$ cat src/rtl/bit_reverse_accel_deadlock_reporter.sv
// Deadlock reporter for the bit_reverse_accel monitors.
// Declares a deadlock once THRESH consecutive blocked cycles are seen.
// It then holds a sticky report until a clear pulse arrives:
// source mask, detection timestamp, stall length and detection count.
module bit_reverse_accel_deadlock_reporter #(
  parameter int N_MON  = 2,
  parameter int CNT_W  = 32,
  parameter int THRESH = 1024
) (
  input  logic               clock,
  input  logic               reset,
  input  logic [N_MON-1:0]   block_in,
  input  logic               enable,
  input  logic               clear,
  output logic               deadlock,
  output logic [N_MON-1:0]   deadlock_src,
  output logic [CNT_W-1:0]   det_timestamp,
  output logic [CNT_W-1:0]   stall_cycles,
  output logic [7:0]         event_count
);

  typedef enum logic [1:0] {IDLE, COUNTING, DETECTED} state_t;

  localparam logic [CNT_W-1:0] THRESH_C = CNT_W'(THRESH);
  localparam logic [CNT_W-1:0] ONE_C    = CNT_W'(1);

  state_t             state_q, state_d;
  logic [CNT_W-1:0]   run_cnt_q, run_cnt_d;
  logic [N_MON-1:0]   src_acc_q, src_acc_d;
  logic [CNT_W-1:0]   ts_q, ts_d;
  logic               deadlock_q, deadlock_d;
  logic [N_MON-1:0]   det_src_q, det_src_d;
  logic [CNT_W-1:0]   det_ts_q, det_ts_d;
  logic [CNT_W-1:0]   stall_q, stall_d;
  logic               stall_run_q, stall_run_d;  // detected run still blocking
  logic [7:0]         event_q, event_d;
  logic               any_blk;
  logic               detect;

  assign any_blk = |block_in;

  // Next-state logic: run filter, detection edge, stall growth, clear override.
  always_comb begin
    state_d     = state_q;
    run_cnt_d   = run_cnt_q;
    src_acc_d   = src_acc_q;
    ts_d        = ts_q + ONE_C;
    deadlock_d  = deadlock_q;
    det_src_d   = det_src_q;
    det_ts_d    = det_ts_q;
    stall_d     = stall_q;
    stall_run_d = stall_run_q;
    event_d     = event_q;
    detect      = 1'b0;

    case (state_q)
      IDLE: begin
        if (enable && any_blk) begin
          run_cnt_d = ONE_C;
          src_acc_d = block_in;
          if (THRESH == 1) detect = 1'b1;
          else             state_d = COUNTING;
        end
      end
      COUNTING: begin
        if (!any_blk || !enable) begin
          run_cnt_d = '0;
          src_acc_d = '0;
          state_d   = IDLE;
        end else begin
          run_cnt_d = run_cnt_q + ONE_C;
          src_acc_d = src_acc_q | block_in;
          if (run_cnt_q + ONE_C == THRESH_C) detect = 1'b1;
        end
      end
      DETECTED: begin
        // Stall length only tracks the run that caused detection; once it
        // breaks, later blocking leaves the report untouched.
        if (stall_run_q) begin
          if (any_blk) begin
            if (stall_q != '1) stall_d = stall_q + ONE_C;
          end else begin
            stall_run_d = 1'b0;
          end
        end
      end
      default: state_d = IDLE;
    endcase

    if (detect) begin
      state_d     = DETECTED;
      deadlock_d  = 1'b1;
      det_src_d   = src_acc_q | block_in;
      det_ts_d    = ts_q;
      stall_d     = THRESH_C;
      stall_run_d = 1'b1;
      event_d     = (event_q == 8'hFF) ? event_q : event_q + 8'd1;
    end

    // Clear wins over everything, including a detection on the same edge.
    if (clear) begin
      state_d     = IDLE;
      run_cnt_d   = '0;
      src_acc_d   = '0;
      deadlock_d  = 1'b0;
      det_src_d   = '0;
      det_ts_d    = '0;
      stall_d     = '0;
      stall_run_d = 1'b0;
      event_d     = event_q;
    end
  end

  // State and report registers with synchronous reset.
  always_ff @(posedge clock) begin
    if (reset) begin
      state_q     <= IDLE;
      run_cnt_q   <= '0;
      src_acc_q   <= '0;
      ts_q        <= '0;
      deadlock_q  <= 1'b0;
      det_src_q   <= '0;
      det_ts_q    <= '0;
      stall_q     <= '0;
      stall_run_q <= 1'b0;
      event_q     <= '0;
    end else begin
      state_q     <= state_d;
      run_cnt_q   <= run_cnt_d;
      src_acc_q   <= src_acc_d;
      ts_q        <= ts_d;
      deadlock_q  <= deadlock_d;
      det_src_q   <= det_src_d;
      det_ts_q    <= det_ts_d;
      stall_q     <= stall_d;
      stall_run_q <= stall_run_d;
      event_q     <= event_d;
    end
  end

  assign deadlock      = deadlock_q;
  assign deadlock_src  = det_src_q;
  assign det_timestamp = det_ts_q;
  assign stall_cycles  = stall_q;
  assign event_count   = event_q;

endmodule

$ cat config.mk
export PLATFORM = sky130hd
export DESIGN_NAME = bit_reverse_accel_deadlock_reporter
export DESIGN_NICKNAME = d
export VERILOG_FILES = /design/src/rtl/bit_reverse_accel_deadlock_reporter.sv
export SDC_FILE = /design/constraint.sdc
export NUM_CORES = 1
export LEC_CHECK = 0
export CAP_MARGIN = 30
export CORE_MARGIN = 4
export CORE_UTILIZATION = 52
export CTS_BUF_LIST = sky130_fd_sc_hd__clkbuf_8 sky130_fd_sc_hd__clkbuf_16
export CTS_CLUSTER_DIAMETER = 200
export DETAILED_ROUTE_END_ITERATION = 6
export GPL_TIMING_DRIVEN = 0
export PLACE_DENSITY = 0.8
export SLEW_MARGIN = 20
export SYNTH_ARGS = -nofsm -noshare
export SYNTH_HDL_FRONTEND = slang
export SYNTH_SLANG_ARGS = --single-unit
$ cat constraint.sdc
create_clock -name clock -period 2.95 [get_ports clock]
set_input_delay 0.59 -clock clock [delete_from_list [all_inputs] [get_ports clock]]
set_output_delay 0.59 -clock clock [all_outputs]
set_load 0.01 [all_outputs]
# After elaboration in Yosys (flattened, before gate mapping)
# Cells that the tools add are included.
# totals
register_bits	144
# classes
reduce_logical	19
muxes	22
bitwise	4
n_eq_ne	10
add_sub_neg	4
# ops
op	n
32-bit by 1-bit adder with 32-bit output (second input constant)	3
32-bit two-way mux	2
32-bit one-hot mux with 2 select lines	1
11-bit two-way mux	5
32-bit by 11-bit equality test with 1-bit output (second input constant)	1
32-bit inequality test (second input constant)	1
2-bit two-way mux	5
2-bit nonzero test	5
3-bit AND reduction	3
8-bit by 1-bit adder with 8-bit output (second input constant)	1
8-bit equality test (second input constant)	1
4-bit AND reduction	2
1-bit two-way mux	7
2-bit inequality test (second input constant)	3
3-bit inequality test (second input constant)	2
2-bit one-hot mux with 3 select lines	1
2-bit one-hot mux with 2 select lines	1
2-bit OR reduction	2
1-bit inverter	3
3-bit OR reduction	1
2-bit by 1-bit equality test with 1-bit output (second input constant)	1
2-bit equality test (second input constant)	1
1-bit logical NOT	2
2-bit logical NOT	1
other kinds (4)	4

# Logic depth before layout (Yosys ltp)
# depth
word_depth	7
depth_mapped	13
depth_no_buf	8

# Worst setup path after synthesis
# Ideal clock, no wire load.
# synth_path
kind	register -> register
start	register run_cnt_q[0]
end	register event_q[0] (netlist: event_count[0])
required_time_ns	2.827
n_path_buf	3
t_arrival_ns	2.637
setup_slack_ns	0.189
setup_ns	0.123
stages_incl_launch_ff	12
path_cell_list	dfxtp_1 -> ha_1 -> and3_1 -> buf_6 -> and4_4 -> buf_6 -> buf_2 -> a21boi_1 -> a211oi_4 -> nand3_2 -> nor4b_4 -> mux2_1
# synth_via
elab_chain_len	6
# synth_lines
item	line	rtl
from (decl)	28	logic [CNT_W-1:0] run_cnt_q, run_cnt_d;
from (signal assigned)	129	run_cnt_q <= run_cnt_d;
32-bit by 1-bit adder with 32-bit output	73	if (run_cnt_q + ONE_C == THRESH_C) detect = 1'b1;
32-bit by 11-bit equality test with 1-bit output	73	
1-bit two-way mux	73	
1-bit two-way mux	66	if (!any_blk || !enable) begin
1-bit two-way mux	56	case (state_q)
3-bit AND reduction (no source line)	n/a	
to (signal assigned)	137	event_q <= event_d;
to (decl)	36	logic [7:0] event_q, event_d;
# Every way passes these cells.
# A chain may end at the register's enable or synchronous reset.

# Final worst setup path
# layout_path
start	register run_cnt_q[0]
end	register det_ts_q[8] (netlist: det_timestamp[8])
# layout_via
elab_chain_len	5
# layout_lines
item	line	rtl
32-bit by 1-bit adder with 32-bit output	73	
32-bit by 11-bit equality test with 1-bit output	73	
1-bit two-way mux	73	
1-bit two-way mux	66	
1-bit two-way mux	56	
to (signal assigned)	134	det_ts_q <= det_ts_d;
to (decl)	33	logic [CNT_W-1:0] det_ts_q, det_ts_d;
# Every way passes these cells.

==> flow_metrics.tcl <==
set metrics [dict create \
    status "finished, final reports clean" \
    core_area_um2 14000 \
    clk-insertion-delay-late_ns 0.43 \
    synth_top_family_by_area "simple AND/OR/NAND/NOR gates" \
    max_cap_violations 0 \
    grt_pass1_vias 6673 \
    vias 7368 \
    grt_start_max_net_pins 17 \
    ys_seq_area_frac 0.381 \
    clock-sinks 144 \
    hold_viol_final 0 \
    finalWorstSetupSlack_ns 0.0647 \
    netlist_instances 905 \
    hold_buffers 0 \
    min_path_type "flop to flop" \
    synth_edf_count 0 \
    cp.arrival_ns 3.23 \
    wirelength_mm 21.0 \
    clockRootBuffer "clkbuf_16" \
    p_total_uw 4350 \
    synth_area_leaders "dfxtp_1 38%, nand2_1 4.6%, xnor2_1 4.3%" \
    dp_slack_ns -0.479 \
    skew_ns 0.0104 \
    die_height_um 129 \
    diodes 0 \
    syn_area_um2 7560 \
    criticalPathCategory "flop to flop" \
    rows 43 \
    async_reset_ff_frac 0 \
    ios 81 \
    yosysTopAreaCell "dfxtp_1" \
    fin_nets 1040 \
    drcViolationCount 0 \
    power_density_nw_per_um2 453 \
    cts_made_buffers 17 \
    wire_per_inst_um 17.2 \
    cellLeakagePower_uw 0.00317 \
    synth-compound-area-share 0.143 \
    yosysWarnings 0 \
    overflow 0 \
    grt_use_total 0.250 \
    hold_ws_ns 0.457 \
    synth.avg_cell_area_um2 8.35 \
    cts_max_path_buffers 2 \
    clk_pin_slew_worst_paths_ns 0.06 \
    netlist.area_leader.share 0.381 \
    synth.area.mux_share 0.0341 \
    path_max_fanout 10 \
    antenna_found_initial 0 \
    period_needed_ns 2.89 \
    ant_nets 0 \
    relSlewSlack 0.508 \
    setup_viol 0 \
    end_kind "flop" \
    worstMarginPinSlew_ns 0.730 \
    synth_flop_cell "dfxtp_1" \
    initial_core_util 0.538 \
    final_util 0.684 \
    dpl.hpwl_mm 14.0 \
    cts_tree "done" \
    port_buffers 80 \
    areaGrowthSynthToFinish_pct 27.1 \
    start_kind "flop" \
    yosys.area_share.adder 0.00827 \
    grt_pass1_wl_mm 33.5 \
    die-area_um2 16500 \
    htree_levels 4 \
    dp.cells 1166 \
    syn_nets 916 \
    initialDrtViolationCount 667 \
    fin_crit_sh 0.978 \
    synth_cell_type_count 65 \
    final_cells 1222 \
    synth-simple-area-share 0.309 \
    drive_gt1_frac 0.150 \
    required_ns 3.30 \
    synth-xor-area-share 0.0741 \
    first_pass_iters 5 \
    peakVddDrop_uv 438 \
    place_congestion 0.929 \
    routed_via_density 6.03 \
    die_w_um 129 \
    drv_slew 0 \
    max_freq_mhz 347 \
    ys_ff_latch 144 \
]
-- metrics by stage --
stage / setup TNS (ns) / instance area (µm²)
after detailed placement: -34.75 / 8590
after global routing: -1.64 / 9610
after CTS: 0 / 9390
after floorplan: 0 / 7560
after global placement: -32.87 / 8590
final: 0 / 9610
-- power by group --
group	total, µW	internal (µW)	switching [µW]
combinational	134	38.5	95.7
sequential	1960	1950	6.73
clock	2260	1410	856
-- flip-flops by register name, summed over array words and instances (netlist names) --
name,cells
state_q,2
stall_cycles,32
stall_run_q,1
src_acc_q,2
det_timestamp,32
run_cnt_q,32
ts_q,32
deadlock,1
event_count,8
deadlock_src,2
-- cell usage in the layout (no fill, tap or decap), drive strengths merged, types with 6 or more instances in the layout --
cell type      count
dfxtp            144
nor2             111
nand2             93
clkdlybuf4s50     80
a21oi             63
clkbuf            52
buf               52
nand4             47
xnor2             37
nand3             37
o21ai             36
xor2              27
and3              25
nor3              23
mux2i             19
o31ai             17
or3               16
and4              16
nor4              14
inv               11
and2              10
a31oi             10
a311oi             9
nor2b              9
a211oi             9
mux2               6
-- layer usage --
metal / GRT usage / routed length (µm)
met1: 0.338 / 9220
met2: 0.390 / 9390
met3: 0.0635 / 1750
met5: 0 / 0
met4: 0.0840 / 618
-- kinds of logic after synthesis --
logic type                 Yosys count
and+or+nand+nor                    427
DFF                                144
xor gates and xnor gates            64
adders and majority gates            5
muxes                               25
buffers and inverters               71
AOI/OAI and AO/OA                  169
-- worst paths after layout --
kind | startpoint | to | slack (ns) | cells past startpoint
hold reg to reg | det_timestamp[2] | det_timestamp[2] | 0.46 | 2
setup reg to reg | run_cnt_q[0] | det_timestamp[8] | 0.06 | 12
hold / removal | det_timestamp[2] | det_timestamp[2] | 0.46 | 2
setup / recovery | run_cnt_q[0] | det_timestamp[8] | 0.06 | 12
-- Yosys cell counts (all sizes together), types with 14 or more instances --
cell type,instances
dfxtp,144
nor2,111
nand2,93
a21oi,63
nand4,47
nand3,37
xnor2,37
o21ai,36
buf,31
clkbuf,31
xor2,27
and3,25
nor3,23
mux2i,19
o31ai,17
and4,16
or3,16
nor4,14
-- what timing repair did --
action | in CTS | in global routing
setup buffers | 10 | 14
setup endpoints to repair | 79 | 79
resized for setup | 17 | 29
cloned | 1 | 1
pin swaps | 9 | 13
-- cell type report --
type / instances / area, µm²
flip-flops and latches: 144 / 2890
clock inverters: 15 / 194
plain buffers: 60 / 349
repair buffers: 107 / 1040
multi-input cells: 690 / 4450
well taps: 180 / 225
fillers: 1103 / 4430
clock buffers: 17 / 425
inverters: 9 / 33.8
-- critical path, stage by stage (launching register included) --
cell       delay (ns)
dfxtp_4          0.39
buf_4            0.13
nand4_1          0.09
buf_4            0.17
nor2_4           0.16
buf_2            0.28
a41oi_1          0.28
nor2_1           0.29
nand3_4          0.19
nor3_4           0.27
buf_6            0.20
clkbuf_16        0.16
mux2i_1          0.18
Note: power is estimated with default switching activity, not from simulation.
